$ cat src/rtl/add_4.sv
// 4-bit ripple-carry adder built from four 1-bit full adders, with registered
// {cout, sum} and a registered two's-complement overflow flag.

module add_4_fa (
   input  logic a,
   input  logic b,
   input  logic ci,
   output logic s,
   output logic co
);

   assign s  = a ^ b ^ ci;
   assign co = (a & b) | (a & ci) | (b & ci);

endmodule

module add_4 (
   input  logic       clk,
   input  logic       rst,
   output logic       cout,
   output logic [3:0] sum,
   input  logic [3:0] a,
   input  logic [3:0] b,
   input  logic       cin,
   output logic       ovf
);

   // c[i] is the carry into bit i; c[4] is the carry out of the MSB.
   logic [4:0] c;
   logic [3:0] s;

   assign c[0] = cin;

   for (genvar i = 0; i < 4; i++) begin : g_bit
      add_4_fa u_fa (
         .a  (a[i]),
         .b  (b[i]),
         .ci (c[i]),
         .s  (s[i]),
         .co (c[i+1])
      );
   end

   // Signed overflow: carry into the sign bit disagrees with carry out of it.
   always_ff @(posedge clk) begin
      if (rst) begin
         sum  <= 4'h0;
         cout <= 1'b0;
         ovf  <= 1'b0;
      end else begin
         sum  <= s;
         cout <= c[4];
         ovf  <= c[3] ^ c[4];
      end
   end

endmodule

$ cat config.mk
export PLATFORM = sky130hd
export DESIGN_NAME = add_4
export DESIGN_NICKNAME = d
export VERILOG_FILES = /design/src/rtl/add_4.sv
export SDC_FILE = /design/constraint.sdc
export NUM_CORES = 1
export LEC_CHECK = 0
export ABC_AREA = 0
export CAP_MARGIN = 20
export CORE_AREA = 2 2 39 41
export DETAILED_ROUTE_END_ITERATION = 8
export DIE_AREA = 0 0 41 43
export HOLD_SLACK_MARGIN = 0.08
export PLACE_DENSITY_LB_ADDON = 0.08
export SETUP_SLACK_MARGIN = 0.5
export SYNTH_ARGS = -nofsm -noshare
export SYNTH_HDL_FRONTEND = slang
export SYNTH_HIERARCHICAL = 1
export SYNTH_SLANG_ARGS = --single-unit
$ cat constraint.sdc
create_clock -name clk -period 3.9 [get_ports clk]
set_input_delay 0.78 -clock clk [delete_from_list [all_inputs] [get_ports clk]]
set_output_delay 0.78 -clock clk [all_outputs]
set_load 0.05 [all_outputs]
==> results of run 1 <==
-- registers in the layout, indices dropped and copies added (netlist names) --
signal	count
cout	1
ovf	1
sum	4
-- critical path, stage by stage --
cell,delay [ns]
clkdlybuf4s50_1,0.43
fa_1,0.44
fa_1,0.39
fa_1,0.43
fa_1,0.43
xnor2_1,0.16
nor2_1,0.05
-- layout make-up --
cell class,instances,area (µm²),area share
sequential,6,120,0.267
timing repair buffer,16,160,0.357
clock buffer,3,22.5,0.0501
tap,16,20.0,0.0446
multi-input combinational,11,126,0.281
-- stage by stage --
step | worst slack (ns) | hold WS, ns | instances
global placement | 0.663 | 1.47 | 49
global route | 0.813 | 1.25 | 52
detailed placement | 0.662 | 1.46 | 49
floorplan | 1.20 | 0.846 | 17
finish | 0.913 | 1.21 | 52
CTS | 0.902 | 1.21 | 52
-- power by group --
| part | switching (mW) | internal [mW] |
|---|---|---|
| Sequential | 0.00148 | 0.0687 |
| Clock | 0.0186 | 0.0345 |
| Combinational | 0.0361 | 0.0290 |
| Total | 0.0561 | 0.132 |
-- cells in the mapped netlist (all sizes together) --
master,n,area [µm²]
xnor2,1,8.76
nor2,1,3.75
nor2b,5,33.8
dfxtp,6,120
fa,4,80.1
-- cell families after synthesis --
kind of cell  count (synthesis)  share of synthesized area
fa+ha+maj                     4                      0.325
xor+xnor                      1                     0.0355
simple gates                  6                      0.152
flops                         6                      0.487
-- routing by layer --
layer,global-route usage,share of wire
met5,0,0
met4,0.0800,0
met3,0.0209,0.15
met2,0.0906,0.56
met1,0.0462,0.28
-- final timing paths --
kind,endpoint,slack (ns),cells after the start
worst min-delay path,ovf$_SDFF_PP0_,1.21,2
worst max-delay path,ovf$_SDFF_PP0_,0.91,7
==> results.json, run 1 <==
{
  "cts_resized": 0,
  "fin_nets": 53,
  "p_per_area_nw_per_um2": 419,
  "critPathArrivalTime_ns": 3.11,
  "root_buffer": "clkbuf_4",
  "ir_worst_vdd_mv": 0.0864,
  "worst_pin_slew_ns": 0.493,
  "drv_cap": 0,
  "cts_tree": "yes",
  "fillers": 136,
  "cts_setup_buffers": 0,
  "post-route-period-util": 0.766,
  "synth_seq_cells": 6,
  "pin_count": 17,
  "start_util": 0.178,
  "ys_types": 6,
  "fmax_mhz": 335,
  "status": "complete, no violations",
  "yosysSeqAreaShare": 0.487,
  "gp_congestion": 0.582,
  "cts_sinks": 6,
  "crit_required_ns": 4.02,
  "finalHoldViolCount": 0,
  "cts_buffers": 3,
  "fin_util": 0.325,
  "synth_area_um2": 246,
  "hold_buffers": 0,
  "viasPerCell": 3.33,
  "end_kind": "register",
  "die_w_um": 41,
  "final-setup-viol-count": 0,
  "drt_iter0_markers": 0,
  "clockBufferDepth": 2,
  "grt_max_degree": 7,
  "yosysWarnings": 6,
  "synth_area_per_cell_um2": 14.5,
  "core.rowCount": 14,
  "crit_path_start": "a[0]",
  "grt_usage": 0.0597,
  "diodes": 0,
  "grt_pass1_wl_um": 662,
  "crit_type": "input port to register",
  "io_buffer_count": 16,
  "gr-total-overflow": 0,
  "h-tree-depth": 1,
  "antenna_found_initial": 0,
  "final_area_um2": 449,
  "maxSlewViolCount": 0,
  "dr_total_vias": 173,
  "final_cell_mix": "clkdlybuf4s50_1, dfxtp_1, nor2b_1, fa_1, clkbuf_4",
  "core_um2": 1380,
  "wire_per_inst_um": 7.62,
  "final_common_cell": "clkdlybuf4s50_1",
  "wl_um": 396,
  "leakagePower_nw": 0.170,
  "dieHeight_um": 43,
  "drive_above_1_share": 0.111,
  "start_kind": "input port",
  "rsz0062_at_grt": "false",
  "first_pass_iters": 1,
  "clk_pin_slew_ns": 0.04,
  "drc": 0,
  "period_needed_ns": 2.99,
  "syn_to_final_growth_pct": 82.2,
  "syn_inst": 17,
  "ant_nets": 0,
  "die_area_um2": 1760,
  "placed_cell_area_um2": 427,
  "cp_max_fo": 2,
  "setup_tns_ns": 0,
  "relSlewSlack": 0.670,
  "syn_nets": 32,
  "hold_class": "input port to register",
  "grt_pass1_vias": 175,
  "hold_start": "rst",
  "p_total_mw": 0.188
}
(Power assumes the default switching activity.)
==> run 2: changes to the inputs <==
Clock period 3.9 ns to 2.9 ns, I/O delays scaled along.
==> results.json, run 2 (same netlist as run 1, synthesis figures left out) <==
{
  "status": "complete, no violations",
  "ant_nets": 0,
  "dr_total_vias": 185,
  "switching_share": 0.300,
  "pin_count": 17,
  "regArea_um2": 120,
  "drc": 0,
  "drive_above_1_share": 0.297,
  "hold_buffers": 0,
  "largest_registers": "sum: 4 flops, cout: 1 flops, ovf: 1 flops",
  "crit_required_ns": 3.07,
  "grt_pass1_vias": 168,
  "core.rowCount": 14,
  "grt_max_degree": 7,
  "gp_congestion": 0.591,
  "cts_buffers": 3,
  "clockPowerShare": 0.280,
  "root_buffer": "clkbuf_4",
  "dp_slack_ns": -0.0139,
  "multi_input_area_um2": 136,
  "placed_cell_area_um2": 437,
  "grt_pass1_wl_um": 593,
  "p_sw_mw": 0.0767,
  "crit_chain": "clkdlybuf4s15_1 > fa_2 > fa_2 > fa_2 > fa_2 > nor2b_1",
  "power_frac_seq": 0.371,
  "ir_worst_vdd_mv": 0.130,
  "fin_nets": 54,
  "cp_top_family": "adder cells",
  "crit_type": "input port to register",
  "cts_sinks": 6,
  "max_stage_delay_ns": 0.53,
  "antenna_found_initial": 0,
  "clk_pin_slew_ns": 0.04,
  "dieHeight_um": 43,
  "gr-total-overflow": 0,
  "grt_usage": 0.0585,
  "internal-power_mw": 0.179,
  "combPwrFrac": 0.349,
  "hold_class": "input port to register",
  "final_cell_mix": "clkdlybuf4s50_1, dfxtp_1, nor2b_1, fa_2, clkbuf_4",
  "end_kind": "register",
  "period_needed_ns": 2.33,
  "critical-path-slowest-cell": "fa_2",
  "first_pass_iters": 1,
  "cp_num_buf_inv": 1,
  "io_buffer_count": 16,
  "relSlewSlack": 0.672,
  "clockBufferDepth": 2,
  "wl_um": 402,
  "start_util": 0.178,
  "fillers": 141,
  "post-route-period-util": 0.803,
  "top_register": "sum",
  "fin_ws_ns": 0.572,
  "final_area_um2": 457,
  "maxSlewViolCount": 0,
  "drt_iter0_markers": 0,
  "wire_per_inst_um": 7.58,
  "syn_to_final_growth_pct": 85.3,
  "largest_reg_flops": 4,
  "die_area_um2": 1760,
  "h-tree-depth": 1,
  "worst_pin_slew_ns": 0.490,
  "diodes": 0,
  "cts_tree": "yes",
  "fmax_mhz": 430,
  "final-setup-viol-count": 0,
  "p_per_area_nw_per_um2": 559,
  "finalHoldViolCount": 0,
  "start_kind": "input port",
  "setup_tns_ns": 0,
  "viasPerCell": 3.49,
  "cp_max_fo": 2,
  "die_w_um": 41,
  "core_um2": 1380,
  "final_common_cell": "clkdlybuf4s50_1",
  "drv_cap": 0,
  "critPathArrivalTime_ns": 2.50,
  "cp_common_cell": "fa_2",
  "rsz0062_at_grt": "false",
  "leakagePower_nw": 0.173
}
## run 2: final timing paths
| kind | from | end | cells after the start |
|---|---|---|---|
| worst min-delay path | b[0] | sum[0]$_SDFF_PP0_ | 3 |
| worst max-delay path | cin | sum[3]$_SDFF_PP0_ | 6 |
## run 2: final cells by class
| type | count | share of cell area |
|---|---|---|
| Timing Repair Buffer | 17 | 0.345 |
| Multi-Input combinational cell | 11 | 0.299 |
| Sequential cell | 6 | 0.263 |
| Clock buffer | 3 | 0.0493 |
| Tap cell | 16 | 0.0438 |
## run 2: power by group through the flow
| stage | logic, mW | registers (mW) | clock network, mW |
|---|---|---|---|
| detailed placement | 0.0902 | 0.0964 | 0 |
| finish | 0.0892 | 0.0946 | 0.0715 |
| CTS | 0.0902 | 0.0949 | 0.0759 |
| global placement | 0.0903 | 0.0958 | 0 |
| floorplan | 0.0181 | 0.130 | 0 |
| global route | 0.0971 | 0.0952 | 0.0794 |
## run 2: repair_timing
item / in CTS / in global routing
buffers inserted: 1 / 0
resized for setup: 3 / 5
endpoints found under the hold margin: 0 / 0
pin swaps: 4 / 4
endpoints found under the setup margin: 3 / 2
## run 2: stage by stage
step | power [mW] | util | hold WS [ns] | std cells
final | 0.255 | 0.330 | 0.778 | 53
after global routing | 0.272 | 0.330 | 0.791 | 53
after CTS | 0.261 | 0.335 | 0.910 | 53
after detailed placement | 0.187 | 0.316 | 1.26 | 49
after global placement | 0.186 | 0.316 | 1.27 | 49
after floorplan | 0.148 | - | 0.646 | 17
## run 2: metal layers
metal  track usage  routed length [µm]  up-vias  share of wire
li1              -                   -       92              -
met1        0.0458                 128       85           0.32
met2        0.0813                 240        8           0.60
met3        0.0157                  34        0          0.085
met4         0.100                   0        0              0
met5             0                   0        -              0
## run 2: tightest hold or removal path: stages
cell and delay [ns]:
clkbuf_2 0.10, fa_2 0.18, nor2b_1 0.11
